File: src/rtl/multicycle_ctrl.sv
// -----------------------------------------------------------------------------
// multicycle_ctrl
//   Multi-cycle RV32I(+M) control unit. Each instruction is sequenced through
//   FETCH -> DECODE -> EXEC -> [MEM | MULDIV] -> WB, stalling on the
//   instruction-memory, data-memory and MDU handshakes. A watchdog traps a
//   stalled bus. An illegal encoding or a bus timeout parks the FSM in TRAP
//   until reset. Retirements are counted.
//
// Parameters
//   EN_M     1 = decode RV32M to MULDIV, 0 = RV32M encodings are illegal
//   TIMEOUT  max cycles waiting in FETCH or MEM before a bus-error trap (2..255)
//   CNT_W    width of the retired-instruction counter
//
// Ports
//   i_clk, i_reset             clock, synchronous active-high reset
//   i_instr, i_instr_vld       instruction word (held by the IR) and fetch valid
//   i_mem_ack, i_md_done       data-memory complete, MDU result ready
//   i_br_less, i_br_equal      branch comparator results
//   o_if_req, o_ir_wren        fetch request, IR load
//   o_pc_wren, o_pc_sel        PC update, 0 = PC+4 / 1 = ALU target
//   o_br_un                    unsigned branch compare
//   o_rd_wren                  register-file write
//   o_mem_req, o_mem_wren      data-memory request, store
//   o_opa_sel, o_opb_sel       ALU A: rs1/PC, ALU B: rs2/imm
//   o_alu_op, o_wb_sel         ALU operation, writeback source
//   o_md_start                 one-cycle MDU start pulse
//   o_insn_vld                 one-cycle retire pulse
//   o_illegal, o_bus_err       sticky trap causes
//   o_state                    current FSM state
//   o_retire_cnt               retired-instruction count (wraps)
// -----------------------------------------------------------------------------
module multicycle_ctrl #(
  parameter bit EN_M    = 1'b1,
  parameter int TIMEOUT = 16,
  parameter int CNT_W   = 32
) (
  input  logic             i_clk,
  input  logic             i_reset,
  input  logic [31:0]      i_instr,
  input  logic             i_instr_vld,
  input  logic             i_mem_ack,
  input  logic             i_md_done,
  input  logic             i_br_less,
  input  logic             i_br_equal,
  output logic             o_if_req,
  output logic             o_ir_wren,
  output logic             o_pc_wren,
  output logic             o_pc_sel,
  output logic             o_br_un,
  output logic             o_rd_wren,
  output logic             o_mem_req,
  output logic             o_mem_wren,
  output logic             o_opa_sel,
  output logic             o_opb_sel,
  output logic [3:0]       o_alu_op,
  output logic [1:0]       o_wb_sel,
  output logic             o_md_start,
  output logic             o_insn_vld,
  output logic             o_illegal,
  output logic             o_bus_err,
  output logic [2:0]       o_state,
  output logic [CNT_W-1:0] o_retire_cnt
);

  typedef enum logic [2:0] {
    S_FETCH  = 3'd0,
    S_DECODE = 3'd1,
    S_EXEC   = 3'd2,
    S_MEM    = 3'd3,
    S_MULDIV = 3'd4,
    S_WB     = 3'd5,
    S_TRAP   = 3'd6
  } state_t;

  localparam logic [6:0] OP_R     = 7'b0110011;
  localparam logic [6:0] OP_I     = 7'b0010011;
  localparam logic [6:0] OP_LOAD  = 7'b0000011;
  localparam logic [6:0] OP_STORE = 7'b0100011;
  localparam logic [6:0] OP_BR    = 7'b1100011;
  localparam logic [6:0] OP_LUI   = 7'b0110111;
  localparam logic [6:0] OP_AUIPC = 7'b0010111;
  localparam logic [6:0] OP_JAL   = 7'b1101111;
  localparam logic [6:0] OP_JALR  = 7'b1100111;

  localparam logic [3:0] ALU_ADD  = 4'b0000;
  localparam logic [3:0] ALU_SUB  = 4'b0001;
  localparam logic [3:0] ALU_SLT  = 4'b0010;
  localparam logic [3:0] ALU_SLTU = 4'b0011;
  localparam logic [3:0] ALU_XOR  = 4'b0100;
  localparam logic [3:0] ALU_OR   = 4'b0101;
  localparam logic [3:0] ALU_AND  = 4'b0110;
  localparam logic [3:0] ALU_SLL  = 4'b0111;
  localparam logic [3:0] ALU_SRL  = 4'b1000;
  localparam logic [3:0] ALU_SRA  = 4'b1001;
  localparam logic [3:0] ALU_LUI  = 4'b1111;

  localparam logic [1:0] WB_ALU  = 2'b00;
  localparam logic [1:0] WB_LOAD = 2'b01;
  localparam logic [1:0] WB_PC4  = 2'b10;
  localparam logic [1:0] WB_MDU  = 2'b11;

  // Watchdog value seen during the TIMEOUT-th waiting cycle.
  localparam logic [7:0] WDOG_LAST = 8'(TIMEOUT - 1);

  state_t           state, state_nxt;
  logic [7:0]       wdog;
  logic             md_started;
  logic             set_illegal, set_bus_err;
  logic             dp_en;
  logic [CNT_W-1:0] retire_cnt;
  logic             illegal_q, bus_err_q;

  // ---------------------------------------------------------------------------
  // Instruction field decode (IR contents are stable from DECODE onwards)
  // ---------------------------------------------------------------------------
  logic [6:0] opcode;
  logic [2:0] funct3;
  logic [6:0] funct7;
  logic       is_r, is_i, is_load, is_store, is_br;
  logic       is_lui, is_auipc, is_jal, is_jalr, is_m;
  logic       dec_illegal;
  logic       br_taken;
  logic       unused_instr_bits;

  assign opcode = i_instr[6:0];
  assign funct3 = i_instr[14:12];
  assign funct7 = i_instr[31:25];
  assign unused_instr_bits = ^{i_instr[24:15], i_instr[11:7]};

  assign is_r     = (opcode == OP_R);
  assign is_i     = (opcode == OP_I);
  assign is_load  = (opcode == OP_LOAD);
  assign is_store = (opcode == OP_STORE);
  assign is_br    = (opcode == OP_BR);
  assign is_lui   = (opcode == OP_LUI);
  assign is_auipc = (opcode == OP_AUIPC);
  assign is_jal   = (opcode == OP_JAL);
  assign is_jalr  = (opcode == OP_JALR);
  assign is_m     = is_r && (funct7 == 7'b0000001);

  assign dec_illegal =
      !(is_r || is_i || is_load || is_store || is_br ||
        is_lui || is_auipc || is_jal || is_jalr)
      || (is_br && (funct3 == 3'b010 || funct3 == 3'b011))
      || (is_m && !EN_M);

  // funct3[2] selects the ordered compares; funct3[1] the unsigned forms,
  // which reuse the comparator's less-than under o_br_un.
  always_comb begin
    case (funct3)
      3'b000:  br_taken = i_br_equal;
      3'b001:  br_taken = !i_br_equal;
      3'b100,
      3'b110:  br_taken = i_br_less;
      3'b101,
      3'b111:  br_taken = !i_br_less;
      default: br_taken = 1'b0;
    endcase
  end

  // SUB is only reachable from R-type; SRA/SRAI both use funct7[5].
  function automatic logic [3:0] alu_from_funct(input logic [2:0] f3,
                                                input logic       alt,
                                                input logic       reg_form);
    case (f3)
      3'b000:  return (alt && reg_form) ? ALU_SUB : ALU_ADD;
      3'b001:  return ALU_SLL;
      3'b010:  return ALU_SLT;
      3'b011:  return ALU_SLTU;
      3'b100:  return ALU_XOR;
      3'b101:  return alt ? ALU_SRA : ALU_SRL;
      3'b110:  return ALU_OR;
      default: return ALU_AND;
    endcase
  endfunction

  // Datapath selects per instruction class; gated by dp_en below.
  logic       dec_opa, dec_opb, dec_br_un;
  logic [3:0] dec_alu;
  logic [1:0] dec_wb;

  // NOTE: every signal driven in an always_comb gets a default first, so no
  // path leaves it unassigned and no latch is inferred.
  always_comb begin
    dec_opa   = 1'b0;
    dec_opb   = 1'b0;
    dec_br_un = 1'b0;
    dec_alu   = ALU_ADD;
    dec_wb    = WB_ALU;
    case (opcode)
      OP_R: begin
        dec_alu = alu_from_funct(funct3, funct7[5], 1'b1);
        if (is_m) dec_wb = WB_MDU;
      end
      OP_I: begin
        dec_opb = 1'b1;
        dec_alu = alu_from_funct(funct3, funct7[5], 1'b0);
      end
      OP_LOAD: begin
        dec_opb = 1'b1;
        dec_wb  = WB_LOAD;
      end
      OP_STORE: dec_opb = 1'b1;
      OP_BR: begin
        dec_opa   = 1'b1;
        dec_opb   = 1'b1;
        dec_br_un = funct3[1];
      end
      OP_LUI: begin
        dec_opb = 1'b1;
        dec_alu = ALU_LUI;
      end
      OP_AUIPC: begin
        dec_opa = 1'b1;
        dec_opb = 1'b1;
      end
      OP_JAL: begin
        dec_opa = 1'b1;
        dec_opb = 1'b1;
        dec_wb  = WB_PC4;
      end
      OP_JALR: begin
        dec_opb = 1'b1;
        dec_wb  = WB_PC4;
      end
      default: ;
    endcase
  end

  // ---------------------------------------------------------------------------
  // Next-state and strobe logic
  // ---------------------------------------------------------------------------
  always_comb begin
    state_nxt   = state;
    set_illegal = 1'b0;
    set_bus_err = 1'b0;
    dp_en       = 1'b0;
    o_if_req    = 1'b0;
    o_ir_wren   = 1'b0;
    o_pc_wren   = 1'b0;
    o_pc_sel    = 1'b0;
    o_br_un     = 1'b0;
    o_rd_wren   = 1'b0;
    o_mem_req   = 1'b0;
    o_mem_wren  = 1'b0;
    o_opa_sel   = 1'b0;
    o_opb_sel   = 1'b0;
    o_alu_op    = 4'b0000;
    o_wb_sel    = 2'b00;
    o_md_start  = 1'b0;
    o_insn_vld  = 1'b0;

    if (!i_reset) begin
      case (state)
        S_FETCH: begin
          o_if_req = 1'b1;
          if (i_instr_vld) begin
            o_ir_wren = 1'b1;
            state_nxt = S_DECODE;
          end else if (wdog == WDOG_LAST) begin
            set_bus_err = 1'b1;
            state_nxt   = S_TRAP;
          end
        end
        S_DECODE: begin
          if (dec_illegal) begin
            set_illegal = 1'b1;
            state_nxt   = S_TRAP;
          end else if (is_m) begin
            state_nxt = S_MULDIV;
          end else begin
            state_nxt = S_EXEC;
          end
        end
        S_EXEC: begin
          dp_en = 1'b1;
          if (is_br) begin
            o_pc_sel   = br_taken;
            o_pc_wren  = 1'b1;
            o_insn_vld = 1'b1;
            state_nxt  = S_FETCH;
          end else if (is_jal || is_jalr) begin
            o_pc_sel   = 1'b1;
            o_rd_wren  = 1'b1;
            o_pc_wren  = 1'b1;
            o_insn_vld = 1'b1;
            state_nxt  = S_FETCH;
          end else if (is_load || is_store) begin
            state_nxt = S_MEM;
          end else begin
            state_nxt = S_WB;
          end
        end
        S_MEM: begin
          dp_en      = 1'b1;
          o_mem_req  = 1'b1;
          o_mem_wren = is_store;
          if (i_mem_ack) begin
            if (is_store) begin
              o_pc_wren  = 1'b1;
              o_insn_vld = 1'b1;
              state_nxt  = S_FETCH;
            end else begin
              state_nxt = S_WB;
            end
          end else if (wdog == WDOG_LAST) begin
            set_bus_err = 1'b1;
            state_nxt   = S_TRAP;
          end
        end
        S_MULDIV: begin
          dp_en      = 1'b1;
          o_md_start = !md_started;
          if (i_md_done) state_nxt = S_WB;
        end
        S_WB: begin
          dp_en      = 1'b1;
          o_rd_wren  = 1'b1;
          o_pc_wren  = 1'b1;
          o_insn_vld = 1'b1;
          state_nxt  = S_FETCH;
        end
        S_TRAP:  state_nxt = S_TRAP;
        default: state_nxt = S_TRAP;
      endcase

      if (dp_en) begin
        o_opa_sel = dec_opa;
        o_opb_sel = dec_opb;
        o_br_un   = dec_br_un;
        o_alu_op  = dec_alu;
        o_wb_sel  = dec_wb;
      end
    end
  end

  // ---------------------------------------------------------------------------
  // State, watchdog, counters and sticky flags
  // ---------------------------------------------------------------------------
  // NOTE: sequential state uses non-blocking assignments so every register
  // samples the pre-edge values, independent of statement order.
  always_ff @(posedge i_clk) begin
    if (i_reset) begin
      state      <= S_FETCH;
      wdog       <= 8'd0;
      md_started <= 1'b0;
      retire_cnt <= '0;
      illegal_q  <= 1'b0;
      bus_err_q  <= 1'b0;
    end else begin
      state <= state_nxt;
      // Any state change restarts the watchdog, which covers every entry
      // into FETCH or MEM; it only advances while waiting in those states.
      if (state_nxt != state)
        wdog <= 8'd0;
      else if (state == S_FETCH || state == S_MEM)
        wdog <= wdog + 8'd1;
      md_started <= (state == S_MULDIV) && (state_nxt == S_MULDIV);
      if (o_insn_vld) retire_cnt <= retire_cnt + CNT_W'(1);
      if (set_illegal) illegal_q <= 1'b1;
      if (set_bus_err) bus_err_q <= 1'b1;
    end
  end

  assign o_state      = i_reset ? S_FETCH : state;
  assign o_retire_cnt = retire_cnt;
  assign o_illegal    = illegal_q;
  assign o_bus_err    = bus_err_q;

endmodule

File: config.mk
export PLATFORM = sky130hd
export DESIGN_NAME = multicycle_ctrl
export DESIGN_NICKNAME = d
export VERILOG_FILES = /design/src/rtl/multicycle_ctrl.sv
export SDC_FILE = /design/constraint.sdc
export NUM_CORES = 1
export LEC_CHECK = 0
export ABC_AREA = 1
export CORE_AREA = 2 2 83 85
export CTS_CLUSTER_DIAMETER = 30
export DETAILED_ROUTE_END_ITERATION = 8
export DIE_AREA = 0 0 85 87
export PLACE_DENSITY = 0.84
export SLEW_MARGIN = 15
export SYNTH_ARGS = -nofsm -noshare
export SYNTH_HDL_FRONTEND = slang
export SYNTH_SLANG_ARGS = --single-unit
File: constraint.sdc
create_clock -name i_clk -period 8.5 [get_ports i_clk]
set_input_delay 2.55 -clock i_clk [delete_from_list [all_inputs] [get_ports i_clk]]
set_output_delay 2.55 -clock i_clk [all_outputs]
set_load 0.02 [all_outputs]
==> impl_metrics.ini <==
[timing]
fin_setup_tns_ns = 0
fmax_mhz = 136
holdWs_ns = 0.493
slew_violations = 0
finClkSkew_ns = 0.0136
rsz0062_at_grt = no
setup_viol = 0
slew_headroom = 0.662
period_share = 0.866
period_needed_ns = 7.36
worstMarginPinSlew_ns = 0.503
hold_viol_final = 0

[placed_design]
dp_cells = 677
dp_hpwl_um = 6570
place.gp.congestion = 0.941
portBuffers = 78

[worst_setup_path]
crit_path_end_kind = output pin
crit_path_frequent_cell = nand2_1
r2r_end = o_retire_cnt[3]
worstPathMaxFanout = 28
cp.arrival_ns = 4.81
slowest_stage = clkdlybuf4s50_1
startpoint_type = input pin
crit_chain = clkdlybuf4s50_1 -> nand2_1 -> nor2_4 -> nand2_1 -> nand2_1 -> nand2_2 -> o211ai_4 -> nand2_4 -> inv_2 -> clkdlybuf4s50_1
worst_ep_required_time_ns = 5.95
ff2ff_path_depth = 10
reg2reg_from = state[1]
path_class = input pin to output pin
slowest_delay_ns = 0.60
reg2reg_slack_ns = 6.32

[routing]
antenna_left = 0
via_count = 3560
wl_um = 8550
detail_route.iter0.violations = 196
route.detailed.drc = 0
vias_per_cell = 5.20
drtPass1Iterations = 5
wl_per_cell_um = 12.5

[cts]
cts_setup_buffers = 0
clockRootBuffer = clkbuf_8
clk_latency_ns = 0.30
clk_pin_slew_ns = 0.09
htreeDepth = 2
ctsResizeCount = 0
postCtsHoldBufs = 0
cts_max_path_buffers = 2
clock_sinks = 46
cts_tree = done
cts_buffers = 5

[logic_synthesis]
ys_ff_latch = 46
ys.warnings.count = 0
ys_seq_area_frac = 0.283
synth_nets = 569
synthesis.area_um2 = 3250
ys_types = 38
avgSynthCellArea_um2 = 6.16
netlist_instances = 528

[floorplan]
core_region_area_um2 = 6570
dieArea_um2 = 7400
num_io_pins = 94
die_h_um = 87
die_width_um = 85
rows = 30
start_util = 0.495

[final_layout]
final_cell_mix = nand2_1, nor2_1, clkdlybuf4s50_1, inv_1, dfxtp_1
antenna_cells = 0
mostFrequentLayoutCell = nand2_1
final_nets = 645
drive_above_1_share = 0.0760
final_cells = 685
area_growth_pct = 28.7

[run_status]
outcome = complete, no violations

[worst_hold_path]
min_path_type = register to register
whs_endpoint = o_illegal
min_from = o_illegal
min_path_cells = 2

[global_route]
antenna_found_initial = 0
grt_usage = 0.239
grt_pass1_vias = 3405
grt_first_pass_wirelength_um = 14800
grt-ovfl-total = 0
grt_max_degree = 29

[pwr]
p_leak_nw = 1.56
vdd_drop_max_mv = 0.0768
p_per_area_nw_per_um2 = 111

[flow_run]
max_cap_viol_count = 0
[worst max-delay path, delay by kind of cell]
kind            cells  cell delay, ns
compound gates      1            0.17
buf+inv             3            1.18
simple gates        6            0.91
[synthesized netlist by cell type]
master,n,area share
clkbuf_1,5,0.0058
nand2_1,149,0.17
o211ai_4,1,0.0065
ha_1,2,0.0077
a21boi_0,1,0.0023
and2_1,1,0.0019
nor2_4,1,0.0035
a31oi_1,5,0.0096
buf_4,1,0.0023
nor2_1,82,0.095
nand3_2,1,0.0031
xnor2_1,9,0.024
buf_2,3,0.0046
nor2_2,1,0.0019
nand3b_1,3,0.0069
nor3_1,21,0.032
buf_6,1,0.0035
nand4_1,14,0.027
nor4_1,2,0.0038
inv_1,53,0.061
o21ai_0,11,0.017
nand2_4,1,0.0035
and3_1,2,0.0038
mux2i_1,1,0.0031
nor3_4,1,0.0050
buf_12,1,0.0062
nand3_1,28,0.043
nand2_2,12,0.023
a21oi_1,29,0.045
xor2_1,18,0.048
dfxtp_1,46,0.28
o21a_1,1,0.0023
a21oi_2,10,0.027
clkinv_1,1,0.0012
nor3_2,1,0.0031
inv_2,7,0.0081
or2_2,1,0.0019
buf_1,1,0.0012
[worst max path at each step]
stage / startpoint / endpoint / slack, ns / cells past startpoint
finish: i_instr[1] / o_pc_wren / 1.14 / 10
CTS: i_instr[1] / o_pc_wren / 1.11 / 10
global route: i_instr[1] / o_insn_vld / 0.91 / 10
global placement: i_instr[1] / o_insn_vld / 1.17 / 10
floorplan: i_instr[1] / o_pc_wren / 2.15 / 10
detailed placement: i_instr[1] / o_pc_wren / 1.11 / 10
[registers in the layout (all words and copies together) (netlist names)]
register,cells
o_retire_cnt,32
wdog,8
state,3
md_started,1
o_bus_err,1
o_illegal,1
[report_power, final]
| group | leakage [nW] | switching (mW) | internal [mW] |
|---|---|---|---|
| combinational | 1.14 | 0.0476 | 0.0317 |
| sequential | 0.371 | 0.00567 | 0.219 |
| clock | 0.0524 | 0.0723 | 0.0881 |
[routing by layer]
metal  up-vias  track usage  part of all wire
li1       1841            -                 -
met1      1591        0.300              0.45
met2       111        0.426              0.49
met3        17       0.0351             0.049
met4         0       0.0707             0.018
met5         -            0                 0
[metrics by stage]
stage | power, mW | setup WS, ns | utilization | area (um^2)
3_5_place_dp | 0.309 | 1.11 | 0.621 | 4080
6_report | 0.465 | 1.14 | 0.637 | 4190
5_1_grt | 0.486 | 0.908 | 0.637 | 4190
2_1_floorplan | 0.279 | 2.15 | - | 3250
3_3_place_gp | 0.306 | 1.17 | 0.621 | 4080
4_1_cts | 0.469 | 1.11 | 0.637 | 4190
[kinds of logic after synthesis]
kind of cell,Yosys count,share of synthesized area
and+or+nand+nor,321,0.430
DFF,46,0.283
xor gates and xnor gates,27,0.0727
adders and majority gates,2,0.00769
muxes,1,0.00308
buffers and inverters,73,0.0938
AOI/OAI and AO/OA,58,0.109
[final cells by class]
type,instances,area [um^2]
Tap cell,80,100
Clock buffer,7,76.3
Clock inverter,1,30.0
Timing Repair Buffer,81,803
Sequential cell,46,921
Fill cell,614,2380
Inverter,61,229
Multi-Input combinational cell,409,2030
Power figures use the tool's default switching activity.
